`src/rtl/sd_sector_writer.sv`:
```
// sd_sector_writer: sends one 512-byte sector on SD DAT0 and collects the card's CRC status and busy.
//   clk, rstn            system clock, asynchronous active-low reset
//   sdclk                SD clock from the command controller, edge-detected in the clk domain
//   wstart/wbusy/wdone   transfer start, in-progress flag, 1-clk completion pulse
//   wstatus              0 ok, 1 crc error, 2 write error, 3 timeout; held until the next wstart
//   inreq/inaddr/inbyte  byte fetch strobe, byte address, byte returned on the clk after inreq
//   sddat0_o/_oe/_i      DAT0 drive value, drive enable, pad input
module sd_sector_writer #(
  parameter int STAT_TIMEOUT = 64,
  parameter int BUSY_TIMEOUT = 1000000
) (
  input  logic       clk,
  input  logic       rstn,
  input  logic       sdclk,
  input  logic       wstart,
  output logic       wbusy,
  output logic       wdone,
  output logic [1:0] wstatus,
  output logic       inreq,
  output logic [8:0] inaddr,
  input  logic [7:0] inbyte,
  output logic       sddat0_o,
  output logic       sddat0_oe,
  input  logic       sddat0_i
);
  localparam int TW = $clog2((BUSY_TIMEOUT > STAT_TIMEOUT ? BUSY_TIMEOUT : STAT_TIMEOUT) + 1) + 1;
  typedef enum logic [3:0] {IDLE, PRE, START, DATA, CRC, ENDB, REL, SWAIT, SBITS, BWAIT, FIN} state_t;
  state_t        state_q;
  logic          sdclkl_q, pend_q, wbusy_q, wdone_q, inreq_q, dat_q, oe_q;
  logic [1:0]    wstatus_q;
  logic [8:0]    inaddr_q;
  logic [11:0]   cnt_q;
  logic [15:0]   crc_q;
  logic [7:0]    sh_q, buf_q;
  logic [2:0]    tok_q;
  logic [TW-1:0] tmo_q;
  logic          rise, fall, first, dbit;
  assign rise  = ~sdclkl_q & sdclk;
  assign fall  = sdclkl_q & ~sdclk;
  // the first bit of every byte comes straight from the prefetch buffer
  assign first = cnt_q[2:0] == 3'd0;
  assign dbit  = first ? buf_q[7] : sh_q[7];
  assign wbusy     = wbusy_q;
  assign wdone     = wdone_q;
  assign wstatus   = wstatus_q;
  assign inreq     = inreq_q;
  assign inaddr    = inaddr_q;
  assign sddat0_o  = dat_q;
  assign sddat0_oe = oe_q;
  always_ff @(posedge clk or negedge rstn) begin
    if (!rstn) begin
      state_q   <= IDLE;
      sdclkl_q  <= 1'b0;
      pend_q    <= 1'b0;
      wbusy_q   <= 1'b0;
      wdone_q   <= 1'b0;
      wstatus_q <= 2'd0;
      inreq_q   <= 1'b0;
      inaddr_q  <= 9'd0;
      dat_q     <= 1'b1;
      oe_q      <= 1'b0;
      cnt_q     <= 12'd0;
      crc_q     <= 16'd0;
      sh_q      <= 8'd0;
      buf_q     <= 8'd0;
      tok_q     <= 3'd0;
      tmo_q     <= '0;
    end else begin
      sdclkl_q <= sdclk;
      pend_q   <= inreq_q;
      if (pend_q) buf_q <= inbyte;
      inreq_q <= 1'b0;
      wdone_q <= 1'b0;
      case (state_q)
        IDLE: if (wstart) begin
          state_q   <= PRE;
          wbusy_q   <= 1'b1;
          inreq_q   <= 1'b1;
          inaddr_q  <= 9'd0;
          cnt_q     <= 12'd0;
          wstatus_q <= 2'd0;
        end
        PRE: if (fall) begin
          dat_q <= 1'b1;
          oe_q  <= 1'b1;
          cnt_q <= cnt_q == 12'd7 ? 12'd0 : cnt_q + 12'd1;
          if (cnt_q == 12'd7) state_q <= START;
        end
        START: if (fall) begin
          dat_q   <= 1'b0;
          crc_q   <= 16'd0;
          cnt_q   <= 12'd0;
          state_q <= DATA;
        end
        DATA: if (fall) begin
          dat_q <= dbit;
          crc_q <= {crc_q[14:0], 1'b0} ^ ({16{crc_q[15] ^ dbit}} & 16'h1021);
          sh_q  <= first ? {buf_q[6:0], 1'b0} : {sh_q[6:0], 1'b0};
          // prefetch the next byte while the current one shifts out
          if (first && inaddr_q != 9'd511) begin
            inreq_q  <= 1'b1;
            inaddr_q <= inaddr_q + 9'd1;
          end
          cnt_q <= cnt_q + 12'd1;
          if (cnt_q == 12'd4095) state_q <= CRC;
        end
        CRC: if (fall) begin
          dat_q <= crc_q[15];
          crc_q <= {crc_q[14:0], 1'b0};
          cnt_q <= cnt_q == 12'd15 ? 12'd0 : cnt_q + 12'd1;
          if (cnt_q == 12'd15) state_q <= ENDB;
        end
        ENDB: if (fall) begin
          dat_q   <= 1'b1;
          state_q <= REL;
        end
        REL: if (fall) begin
          oe_q    <= 1'b0;
          tmo_q   <= '0;
          state_q <= SWAIT;
        end
        SWAIT: if (rise) begin
          if (!sddat0_i) begin
            cnt_q   <= 12'd0;
            state_q <= SBITS;
          end else if (tmo_q == TW'(STAT_TIMEOUT - 1)) begin
            wstatus_q <= 2'd3;
            state_q   <= FIN;
          end else begin
            tmo_q <= tmo_q + TW'(1);
          end
        end
        SBITS: if (rise) begin
          if (cnt_q < 12'd3) begin
            tok_q <= {tok_q[1:0], sddat0_i};
            cnt_q <= cnt_q + 12'd1;
          end else begin
            // this rise is the status end bit; the token is complete
            wstatus_q <= tok_q == 3'b010 ? 2'd0 : tok_q == 3'b101 ? 2'd1 : 2'd2;
            cnt_q     <= 12'd0;
            tmo_q     <= '0;
            state_q   <= BWAIT;
          end
        end
        BWAIT: if (rise) begin
          if (sddat0_i) begin
            state_q <= FIN;
          end else if (tmo_q == TW'(BUSY_TIMEOUT - 1)) begin
            wstatus_q <= 2'd3;
            state_q   <= FIN;
          end else begin
            tmo_q <= tmo_q + TW'(1);
          end
        end
        FIN: begin
          wdone_q <= 1'b1;
          wbusy_q <= 1'b0;
          state_q <= IDLE;
        end
        default: state_q <= IDLE;
      endcase
    end
  end
endmodule

```
`config.mk`:
```
export PLATFORM = sky130hd
export DESIGN_NAME = sd_sector_writer
export DESIGN_NICKNAME = d
export VERILOG_FILES = /design/src/rtl/sd_sector_writer.sv
export SDC_FILE = /design/constraint.sdc
export NUM_CORES = 1
export LEC_CHECK = 0
export CAP_MARGIN = 20
export CORE_MARGIN = 2
export CORE_UTILIZATION = 40
export DETAILED_ROUTE_END_ITERATION = 8
export SYNTH_ARGS = -nofsm -noshare
export SYNTH_HDL_FRONTEND = slang
export SYNTH_SLANG_ARGS = --single-unit
export TNS_END_PERCENT = 30
```
`constraint.sdc`:
```
create_clock -name clk -period 2 [get_ports clk]
set_input_delay 0.4 -clock clk [delete_from_list [all_inputs] [get_ports clk]]
set_output_delay 0.4 -clock clk [all_outputs]
set_load 0.005 [all_outputs]
```
==> impl_metrics.json, run 1 <==
{
  "status": "complete, but fails checks",
  "violations": "hold timing, setup timing",
  "rsz0062_at_grt": "yes",
  "startpoint": "state_q[1]$_DFFE_PN0P_",
  "setup_ws_ps": -282.2,
  "leakage_nw": 3.067,
  "internal_power_mw": 3.202,
  "whs_ps": -9.139,
  "final_layout_size_suffix_gt1_share_pct": 39.70,
  "synth_edf_count": 0,
  "ir_drop_v": 0.0006290,
  "num_io_pins": 29,
  "clkPwrFrac_pct": 37.6,
  "topRoutingLayerUsed": "met4",
  "dr_wl_met2_mm": 6.025,
  "synthArstFlopShare_pct": 100.0,
  "syn-num-nets": 512,
  "place.gp.congestion": 0.8645,
  "seq_area_sq_mm": 0.002232,
  "die_area_sq_mm": 0.01286,
  "seqPwrFrac_pct": 44.5,
  "p_sw_share_pct": 29.28,
  "fp.coreArea_sq_mm": 0.01156,
  "slew_violations": 0,
  "synth.cell_area_sq_mm": 0.004788,
  "die_x_microns": 113.4,
  "cp.arrival_ps": 2550,
  "track_usage_pct": 19.85,
  "crit_slowest_cell": "dfrtp_2",
  "overflow": 0,
  "grt_antenna_before_repair": 0,
  "clk_latency_ps": 360,
  "reg2reg_from": "state_q[1]$_DFFE_PN0P_",
  "synth_seq_cells": 89,
  "cts.path.max_buffers": 2,
  "cap_violations": 0,
  "tightest_slew_ps": 453.8,
  "hold_buffers": 0,
  "crit_type": "flop to flop",
  "cts_inserted_buffers": 9,
  "crit_path_end_kind": "flop",
  "vias": 4458,
  "worst-path-max-fanout": 6,
  "hold_viol": 27,
  "wl_met3_microns": 374,
  "worst_clock_skew_ps": 9.693,
  "drt_wl_total_mm": 12.71,
  "row_count": 39,
  "ys.flop_type": "dfrtp_1",
  "grt_pass1_wl_mm": 20.47,
  "seq_area_frac_synth_pct": 46.54,
  "yosys_warnings": 0,
  "synth_area_leaders": "dfrtp_1 (46%), o21ai_0 (6.0%), mux2_2 (3.5%), nand2_1 (3.4%), nand3_1 (2.6%)",
  "root_buffer": "clkbuf_16",
  "wl_met1_mm": 6.101,
  "grt_max_degree": 47,
  "synth_top_area_share_pct": 45.99,
  "yosys.area.top_type": "dfrtp_1",
  "worstPathRequired_ps": 2270,
  "cts_tree": "yes",
  "post-dp-hpwl_mm": 8.532,
  "finalCritPeriodShare_pct": 114.1,
  "p_per_area_mw_per_mm2": 645.2,
  "slowest_delay_ps": 470,
  "hp-class": "input port to asynchronous set/reset pin",
  "multi_input_area_sq_mm": 0.002753,
  "p_switching_mw": 1.326,
  "start_util_pct": 41.40,
  "fillers": 945,
  "wl_per_cell_microns": 15.83,
  "vias_per_cell": 5.552,
  "ys_types": 68,
  "fmax_mhz": 438.2,
  "syn-mean-instance-area_sq_um": 9.693,
  "finalNetCount": 673,
  "ctsHtreeMaxLevel": 3,
  "area_delta_synth_final_pct": 46.54,
  "n_antenna_cell": 0,
  "fin_crit_ps": 2282,
  "power_mw": 4.527,
  "combPwrFrac_pct": 17.8,
  "grt_pass1_vias": 4289,
  "path_cells": "buf_6 -> and4bb_2 -> o21ai_2 -> o2111ai_2 -> or3_4 -> or2_4 -> buf_6 -> o31ai_2",
  "fp.dieH_microns": 113.4,
  "setup_viol": 43,
  "synthCells": 494,
  "drt_iter0_drc": 240,
  "crit_top_cell": "buf_6",
  "startpoint_type": "flop",
  "ant_nets": 0,
  "portBuffers": 28,
  "first_pass_iters": 4,
  "drcViolationCount": 0,
  "clk_pin_slew_worst_paths_ps": 70,
  "clkSinkCount": 89,
  "relSlewSlack_pct": 69.75
}
## metrics by stage
step	setup WS [ps]	cells	setup TNS, ps	utilization [%]	instance area [sq um]
5_1_grt	-365.3	803	-10920	60.67	7017
2_1_floorplan	-131.4	494	-1823	-	4888
6_report	-282.2	803	-6435	60.67	7017
3_5_place_dp	-793.9	765	-30080	53.15	6147
4_1_cts	-302.3	787	-8307	57.22	6618
3_3_place_gp	-746.1	765	-29060	53.15	6147
## critical path: cells and delay by family (launching register included)
kind	cells	cell delay [ps]
compound gates	3	490
simple gates	3	920
flops	1	470
buf+inv	2	300
## final timing paths
| path | slack, ps | end | cells past startpoint |
|---|---|---|---|
| worst max-delay path | -280 | tmo_q[5]$_DFFE_PN0P_ | 8 |
| worst min-delay path | -9 | inaddr[5]$_DFFE_PN0P_ | 1 |
| worst max register to register | -280 | tmo_q[5]$_DFFE_PN0P_ | 8 |
| worst min register to register | 390 | pend_q$_DFF_PN0_ | 0 |
| max in group asynchronous | 1400 | state_q[3]$_DFFE_PN0P_ | 2 |
| min in group clk | 390 | pend_q$_DFF_PN0_ | 0 |
## cells in the mapped netlist (3+ instances only)
| cell | instances |
|---|---|
| dfrtp_1 | 88 |
| nor2_1 | 32 |
| a31oi_1 | 3 |
| o31ai_1 | 15 |
| xor2_1 | 4 |
| nor3_1 | 8 |
| inv_1 | 13 |
| a21oi_1 | 19 |
| or2_2 | 4 |
| a22o_1 | 13 |
| nor2b_1 | 14 |
| and2_1 | 3 |
| o21ai_1 | 3 |
| ha_1 | 5 |
| a221o_1 | 3 |
| or4_1 | 3 |
| mux2i_1 | 11 |
| clkbuf_1 | 14 |
| o41ai_1 | 3 |
| buf_1 | 3 |
| buf_2 | 5 |
| o31ai_2 | 8 |
| and4_1 | 5 |
| or3_1 | 7 |
| nand2_1 | 44 |
| and3_1 | 4 |
| nor4_1 | 4 |
| nand2b_1 | 7 |
| nand3_1 | 25 |
| nor4bb_1 | 3 |
| mux2_2 | 15 |
| o21ai_0 | 57 |
| nand4_1 | 7 |
## logic make-up after synthesis
group	count (synthesis)	share of synthesized area [%]
adders and majority gates	5	1.307
buffers and inverters	40	3.815
xor gates and xnor gates	6	1.097
AOI/OAI and AO/OA	142	20.46
and+or+nand+nor	186	20.96
muxes	26	5.827
DFF	89	46.54
## layout make-up
cell class	instances	area share, %
clock buffer	9	3.210
sequential	89	31.81
multi-input combinational	365	39.23
timing repair buffer	176	21.43
tap	143	2.550
clock inverter	7	1.016
inverter	14	0.7489
## state kept, by name, indices dropped and copies added, names as in the netlist, 2 cells and up
signal   flops
tmo_q       21
sh_q         7
inaddr       9
crc_q       16
state_q      4
cnt_q       12
wstatus      2
tok_q        3
buf_q        8
## cell usage in the layout (no fill, tap or decap), drive strengths merged, types with 6 or more instances in the layout
cell,instances
mux2i,11
nand3,25
nand4,7
or3,8
clkbuf,11
nand2,44
buf,147
nor2,33
inv,18
a21oi,19
dfrtp,88
nand2b,7
o31ai,23
nor2b,14
mux2,15
nor3,8
clkdlybuf4s50,25
o21ai,60
or2,6
a22o,13
## power groups by stage
stage	logic [mW]	clock network [mW]	registers, mW
after CTS	0.737	1.75	2.01
after global routing	0.892	1.80	2.03
final	0.807	1.70	2.02
after detailed placement	0.734	0	2.05
after floorplan	0.304	0	2.05
after global placement	0.708	0	2.04
## routing by layer
layer,GRT usage (%),vias to the layer above
met5,0,-
met4,7.236,0
met3,3.241,15
met2,31.74,83
met1,27.43,2208
li1,-,2152
## timing repair
action,4_1_cts,5_1_grt
pin swaps,18,15
resized for setup,33,67
gates cloned,0,3
buffers inserted,6,13
endpoints found under the setup margin,44,65
(Power assumes the default switching activity.)
==> run 2, diff against run 1 <==
--- a/config.mk
+++ b/config.mk
@@ -8,6 +8,7 @@
 export CAP_MARGIN = 20
 export CORE_MARGIN = 2
 export CORE_UTILIZATION = 40
+export CTS_CLUSTER_SIZE = 28
 export DETAILED_ROUTE_END_ITERATION = 8
 export SYNTH_ARGS = -nofsm -noshare
 export SYNTH_HDL_FRONTEND = slang
==> results of run 2 <==
No change in the layout: final DEF, timing and power equal those of run 1.
